## src/rtl/sap_controller_sequencer.sv

```systemverilog
// SAP-1 style control sequencer: one-hot T1..T6 ring plus INIT/HALT modes, decoding the PC and datapath control word.
// Optional SAP_SKIP_NOP_EN returns to T1 right after the last non-empty T-state of each opcode.
module sap_controller_sequencer #(
  parameter logic [3:0] OP_LDA = 4'h0,
  parameter logic [3:0] OP_ADD = 4'h1,
  parameter logic [3:0] OP_SUB = 4'h2,
  parameter logic [3:0] OP_JMP = 4'h3,
  parameter logic [3:0] OP_OUT = 4'hE,
  parameter logic [3:0] OP_HLT = 4'hF
) (
  input  logic       clk,
  input  logic       rst,
  input  logic       run_i,
  input  logic [3:0] opcode_i,
  output logic       pc_clr_n_o,
  output logic       pc_cp_o,
  output logic       pc_ep_o,
  output logic       pc_lp_o,
  output logic       mar_lm_o,
  output logic       ram_ce_o,
  output logic       ir_li_o,
  output logic       ir_ei_o,
  output logic       a_la_o,
  output logic       a_ea_o,
  output logic       alu_su_o,
  output logic       alu_eu_o,
  output logic       b_lb_o,
  output logic       out_lo_o,
  output logic [5:0] t_state_o,
  output logic       halted_o
);

  typedef enum logic [1:0] {S_INIT, S_RUN, S_HALT} state_e;

  localparam logic [5:0] T1 = 6'b000001;

  state_e     state_q, state_d;
  logic [5:0] ring_q, ring_d;
  logic       ring_ok;
  logic       skip_now;

  assign ring_ok = (ring_q != 6'd0) && ((ring_q & (ring_q - 6'd1)) == 6'd0);

`ifdef SAP_SKIP_NOP_EN
  logic op_unknown;
  assign op_unknown = !(opcode_i inside {OP_LDA, OP_ADD, OP_SUB, OP_JMP, OP_OUT, OP_HLT});
  assign skip_now = (ring_q[4] && opcode_i == OP_LDA) ||
                    (ring_q[3] && (opcode_i == OP_JMP || opcode_i == OP_OUT || op_unknown));
`else
  assign skip_now = 1'b0;
`endif

  always_comb begin
    state_d = state_q;
    ring_d  = ring_q;
    unique case (state_q)
      S_INIT: begin
        state_d = S_RUN;
        ring_d  = T1;
      end
      S_RUN: begin
        if (!ring_ok) begin
          ring_d = T1;
        end else if (run_i) begin
          if (ring_q[3] && opcode_i == OP_HLT) begin
            state_d = S_HALT;
            ring_d  = 6'd0;
          end else if (skip_now) begin
            ring_d = T1;
          end else begin
            ring_d = {ring_q[4:0], ring_q[5]};
          end
        end
      end
      S_HALT: begin
        ring_d = 6'd0;
      end
      default: begin
        state_d = S_INIT;
        ring_d  = 6'd0;
      end
    endcase
  end

  always_ff @(posedge clk or posedge rst) begin
    if (rst) begin
      state_q <= S_INIT;
      ring_q  <= 6'd0;
    end else begin
      state_q <= state_d;
      ring_q  <= ring_d;
    end
  end

  assign pc_clr_n_o = (state_q != S_INIT);
  assign halted_o   = (state_q == S_HALT);
  assign t_state_o  = ring_q;

  // Stall (run low) or a corrupt ring blanks the whole control word.
  always_comb begin
    pc_cp_o  = 1'b0;
    pc_ep_o  = 1'b0;
    pc_lp_o  = 1'b0;
    mar_lm_o = 1'b0;
    ram_ce_o = 1'b0;
    ir_li_o  = 1'b0;
    ir_ei_o  = 1'b0;
    a_la_o   = 1'b0;
    a_ea_o   = 1'b0;
    alu_su_o = 1'b0;
    alu_eu_o = 1'b0;
    b_lb_o   = 1'b0;
    out_lo_o = 1'b0;
    if (run_i && state_q == S_RUN && ring_ok) begin
      if (ring_q[0]) begin
        pc_ep_o  = 1'b1;
        mar_lm_o = 1'b1;
      end
      if (ring_q[1]) pc_cp_o = 1'b1;
      if (ring_q[2]) begin
        ram_ce_o = 1'b1;
        ir_li_o  = 1'b1;
      end
      if (ring_q[3]) begin
        if (opcode_i == OP_LDA || opcode_i == OP_ADD || opcode_i == OP_SUB) begin
          ir_ei_o  = 1'b1;
          mar_lm_o = 1'b1;
        end else if (opcode_i == OP_JMP) begin
          ir_ei_o = 1'b1;
          pc_lp_o = 1'b1;
        end else if (opcode_i == OP_OUT) begin
          a_ea_o   = 1'b1;
          out_lo_o = 1'b1;
        end
      end
      if (ring_q[4]) begin
        if (opcode_i == OP_LDA) begin
          ram_ce_o = 1'b1;
          a_la_o   = 1'b1;
        end else if (opcode_i == OP_ADD || opcode_i == OP_SUB) begin
          ram_ce_o = 1'b1;
          b_lb_o   = 1'b1;
        end
      end
      if (ring_q[5] && (opcode_i == OP_ADD || opcode_i == OP_SUB)) begin
        alu_eu_o = 1'b1;
        a_la_o   = 1'b1;
        alu_su_o = (opcode_i == OP_SUB);
      end
    end
  end

`ifndef SYNTHESIS
  bus_exclusive_a: assert property (@(posedge clk) disable iff (rst)
    $onehot0({pc_ep_o, ram_ce_o, ir_ei_o, a_ea_o, alu_eu_o}))
    else $error("bus contention between drivers");
`endif

endmodule

```

## config.mk

```make
export PLATFORM = sky130hd
export DESIGN_NAME = sap_controller_sequencer
export DESIGN_NICKNAME = d
export VERILOG_FILES = /design/src/rtl/sap_controller_sequencer.sv
export SDC_FILE = /design/constraint.sdc
export NUM_CORES = 1
export LEC_CHECK = 0
export CAP_MARGIN = 0
export CORE_MARGIN = 4
export CORE_UTILIZATION = 47
export DETAILED_ROUTE_END_ITERATION = 10
export PLACE_DENSITY_LB_ADDON = 0.2
export SYNTH_ARGS = -nofsm -noshare
export SYNTH_HDL_FRONTEND = slang
export SYNTH_SLANG_ARGS = --single-unit
```

## constraint.sdc

```tcl
create_clock -name clk -period 3.5 [get_ports clk]
set_clock_uncertainty 0.15 [all_clocks]
set_input_delay 0.35 -clock clk [delete_from_list [all_inputs] [get_ports clk]]
set_output_delay 0.35 -clock clk [all_outputs]
set_load 0.05 [all_outputs]
```

==> results.cfg, run 1 <==
[yosys]
synth_top_cell_by_area = dfrtp_1
synth_warnings = 0
async_reset_ff_share_pct = 100
synthFlopType = dfrtp_1
netlist_area_um2 = 802
synth_area_leaders = dfrtp_1, a211oi_2, a2111oi_2
yosys_register_bits = 8
synth_edf_count = 0
ys_types = 34
synth_most_common_cell = nand2_1
synth_area_per_cell_um2 = 8.81
synthCells = 91
ys_top_cells_by_count = nand2_1, dfrtp_1, a211oi_2
synth_nets = 98
synth_seq_area_share_pct = 25.0
yosysTopAreaCellShare_pct = 25.0

[power]
p_per_area_nw_per_um2 = 608
p_leak_nw = 0.396
ir_drop_uv = 484

[worst_hold_path]
min_path_type = primary input to asynchronous set/reset pin

[status]
status = complete, no violations

[timing]
setup_tns_ps = 0
setup_viol = 0
max-slew-margin-rel_pct = 66.2
worstMarginPinSlew_ps = 505
drv_slew = 0
grt_setup_unrepaired = no
period_minus_slack_ps = 3330
whs_ps = 211
hold_violations = 0
period_share_pct = 95.1
max_freq_ghz = 0.301
fin_ws_ps = 173

[route]
dr.pass1.iters = 4
routedWlPerCell_um = 15.4
via_per_inst = 6.21
drc = 0
postRouteAntennaNets = 0
met1_length_um = 834
via_count = 801
wl_met3_um = 97
drt_iter0_drc = 28
wirelength_um = 1990
routed.top_layer = met4
wl_met2_um = 1050

[clock_tree]
path_clk_slew_ps = 60
cts_setup_buffers = 0
ctsResizeCount = 0
cts_made_buffers = 3
numClockSinks = 8
cts-root-buf = clkbuf_4
clk_latency_ps = 260
cts_hold_buf = 0
clockBufferDepth = 2
cts_tree = yes
htree_levels = 1

[worst_setup_path]
worstPathRequired_ps = 3000
cp_slowest_cell = clkdlybuf4s50_1
cp.arrival_ps = 2830
critPathMaxFanout = 17
path_buf_inv = 1
crit_path_end_kind = primary output
critPathKind = flip-flop to primary output
worstPathCellList = o21ai_0, o21ai_1, o41a_4, a2111oi_2, clkdlybuf4s50_1
crit_path_max_incr_delay_ps = 860
worstSetupStartpointType = flip-flop
crit_family = compound AO/OA/AOI/OAI gates

[place]
io_buffer_count = 27
dp_hpwl_um = 1500
gp_congestion = 0.825
pre_cts_ws_ps = 465

[floorplan]
fp.dieArea_um2 = 2430
row_count = 14
core_area_um2 = 1560
io_pins = 28
die_h_um = 49.3
die_w_um = 49.3
initial_core_util_pct = 51.4

[global_routing]
grt_max_degree = 18
track_usage_pct = 17.9
grt_overflow_total = 0
grt_first_pass_wirelength_um = 3480
grt_pass1_vias = 772
antenna_found_initial = 0

[flow_run]
max_cap_viol_count = 0

[final_layout]
n_antenna_cell = 0
fin_nets = 122
utilization_pct = 68.4
area_growth_pct = 32.9
drive_gt1_share_pct = 17.7
per-stage QoR:
step / power [mW] / instances / cell area (µm²)
floorplan: 0.505 / 91 / 802
global placement: 0.572 / 126 / 1040
detailed placement: 0.578 / 126 / 1040
CTS: 0.651 / 129 / 1060
global route: 0.687 / 129 / 1070
finish: 0.648 / 129 / 1070
worst paths after layout:
path	to	slack [ps]	depth (start not counted)	from
worst max-delay path	alu_su_o	170	5	t_state_o[3]
worst min-delay path	t_state_o[2]	210	2	rst
worst max register to register	t_state_o[5]	1600	4	t_state_o[3]
worst min register to register	state_q[0]	340	1	state_q[1]
max in group asynchronous	state_q[1]	2750	2	rst
min in group clk	state_q[0]	340	1	state_q[1]
state kept, by name, indices dropped and copies added (netlist names):
register   count
state_q        2
t_state_o      6
final cells by class:
class / count / area [µm²]
sequential: 8 / 200
tap: 16 / 20.0
multi-input combinational: 71 / 526
timing repair buffer: 29 / 290
inverter: 2 / 7.51
fill: 133 / 493
clock buffer: 3 / 22.5
metal layers:
metal | vias up | global-route usage (%)
met5 | - | 0
met4 | 0 | 5.21
met3 | 3 | 5.20
met2 | 26 | 31.0
met1 | 380 | 21.0
li1 | 392 | -
cell usage in the layout (no fill, tap or decap):
cell / synthesis / routed
a21oi_1: 4 / 4
o21ai_0: 4 / 4
dlymetal6s2s_1: 0 / 2
nand2_1: 10 / 10
a31o_2: 1 / 1
nor3b_1: 2 / 2
nor2_1: 5 / 5
a31oi_1: 3 / 3
xor2_1: 1 / 1
and2_1: 1 / 1
o2bb2ai_1: 1 / 1
a21o_1: 1 / 1
clkbuf_4: 0 / 3
buf_4: 1 / 2
a221oi_1: 2 / 2
nand3_1: 4 / 4
nor4b_1: 3 / 3
o41a_4: 1 / 1
nor2b_1: 2 / 2
o21ai_1: 1 / 1
or2_2: 1 / 1
nor4_1: 1 / 1
dfrtp_1: 8 / 8
a211oi_2: 7 / 7
xor2_2: 1 / 1
mux2i_1: 3 / 3
clkdlybuf4s50_1: 0 / 25
a211oi_1: 1 / 1
nand4_1: 4 / 4
nor3_2: 1 / 1
a2111oi_2: 3 / 3
nand2b_1: 3 / 3
inv_1: 2 / 2
cell families (layout without fill, tap and decap cells):
logic type / Yosys count / count (layout) / share of synthesized area (%)
and+or+nand+nor: 37 / 37 / 25.3
xor gates and xnor gates: 2 / 2 / 3.12
DFF: 8 / 8 / 25.0
buffers and inverters: 12 / 34 / 9.52
AOI/OAI and AO/OA: 29 / 29 / 33.4
muxes: 3 / 3 / 3.74
report_power, final:
group          switching (mW)  internal (mW)  total (mW)
registers              0.0512          0.109       0.161
clock network          0.0322         0.0393      0.0715
logic                   0.267          0.149       0.416
(Power assumes the default switching activity.)
==> inputs of run 2 (changes only) <==
--- a/config.mk
+++ b/config.mk
@@ -8,8 +8,10 @@
 export CAP_MARGIN = 0
 export CORE_MARGIN = 4
 export CORE_UTILIZATION = 47
+export CTS_CLUSTER_SIZE = 10
 export DETAILED_ROUTE_END_ITERATION = 10
 export PLACE_DENSITY_LB_ADDON = 0.2
+export SKIP_LAST_GASP = 1
 export SYNTH_ARGS = -nofsm -noshare
 export SYNTH_HDL_FRONTEND = slang
 export SYNTH_SLANG_ARGS = --single-unit
==> results of run 2 <==
Same layout as run 1: the final DEF is identical, and so are final timing and power.
==> inputs of run 3 (changes only) <==
--- a/config.mk
+++ b/config.mk
@@ -5,6 +5,7 @@
 export SDC_FILE = /design/constraint.sdc
 export NUM_CORES = 1
 export LEC_CHECK = 0
+export ABC_CLOCK_PERIOD_IN_PS = 3500
 export CAP_MARGIN = 0
 export CORE_MARGIN = 4
 export CORE_UTILIZATION = 47
==> results of run 3 <==
Same layout as run 1: the final DEF is identical, and so are final timing and power.
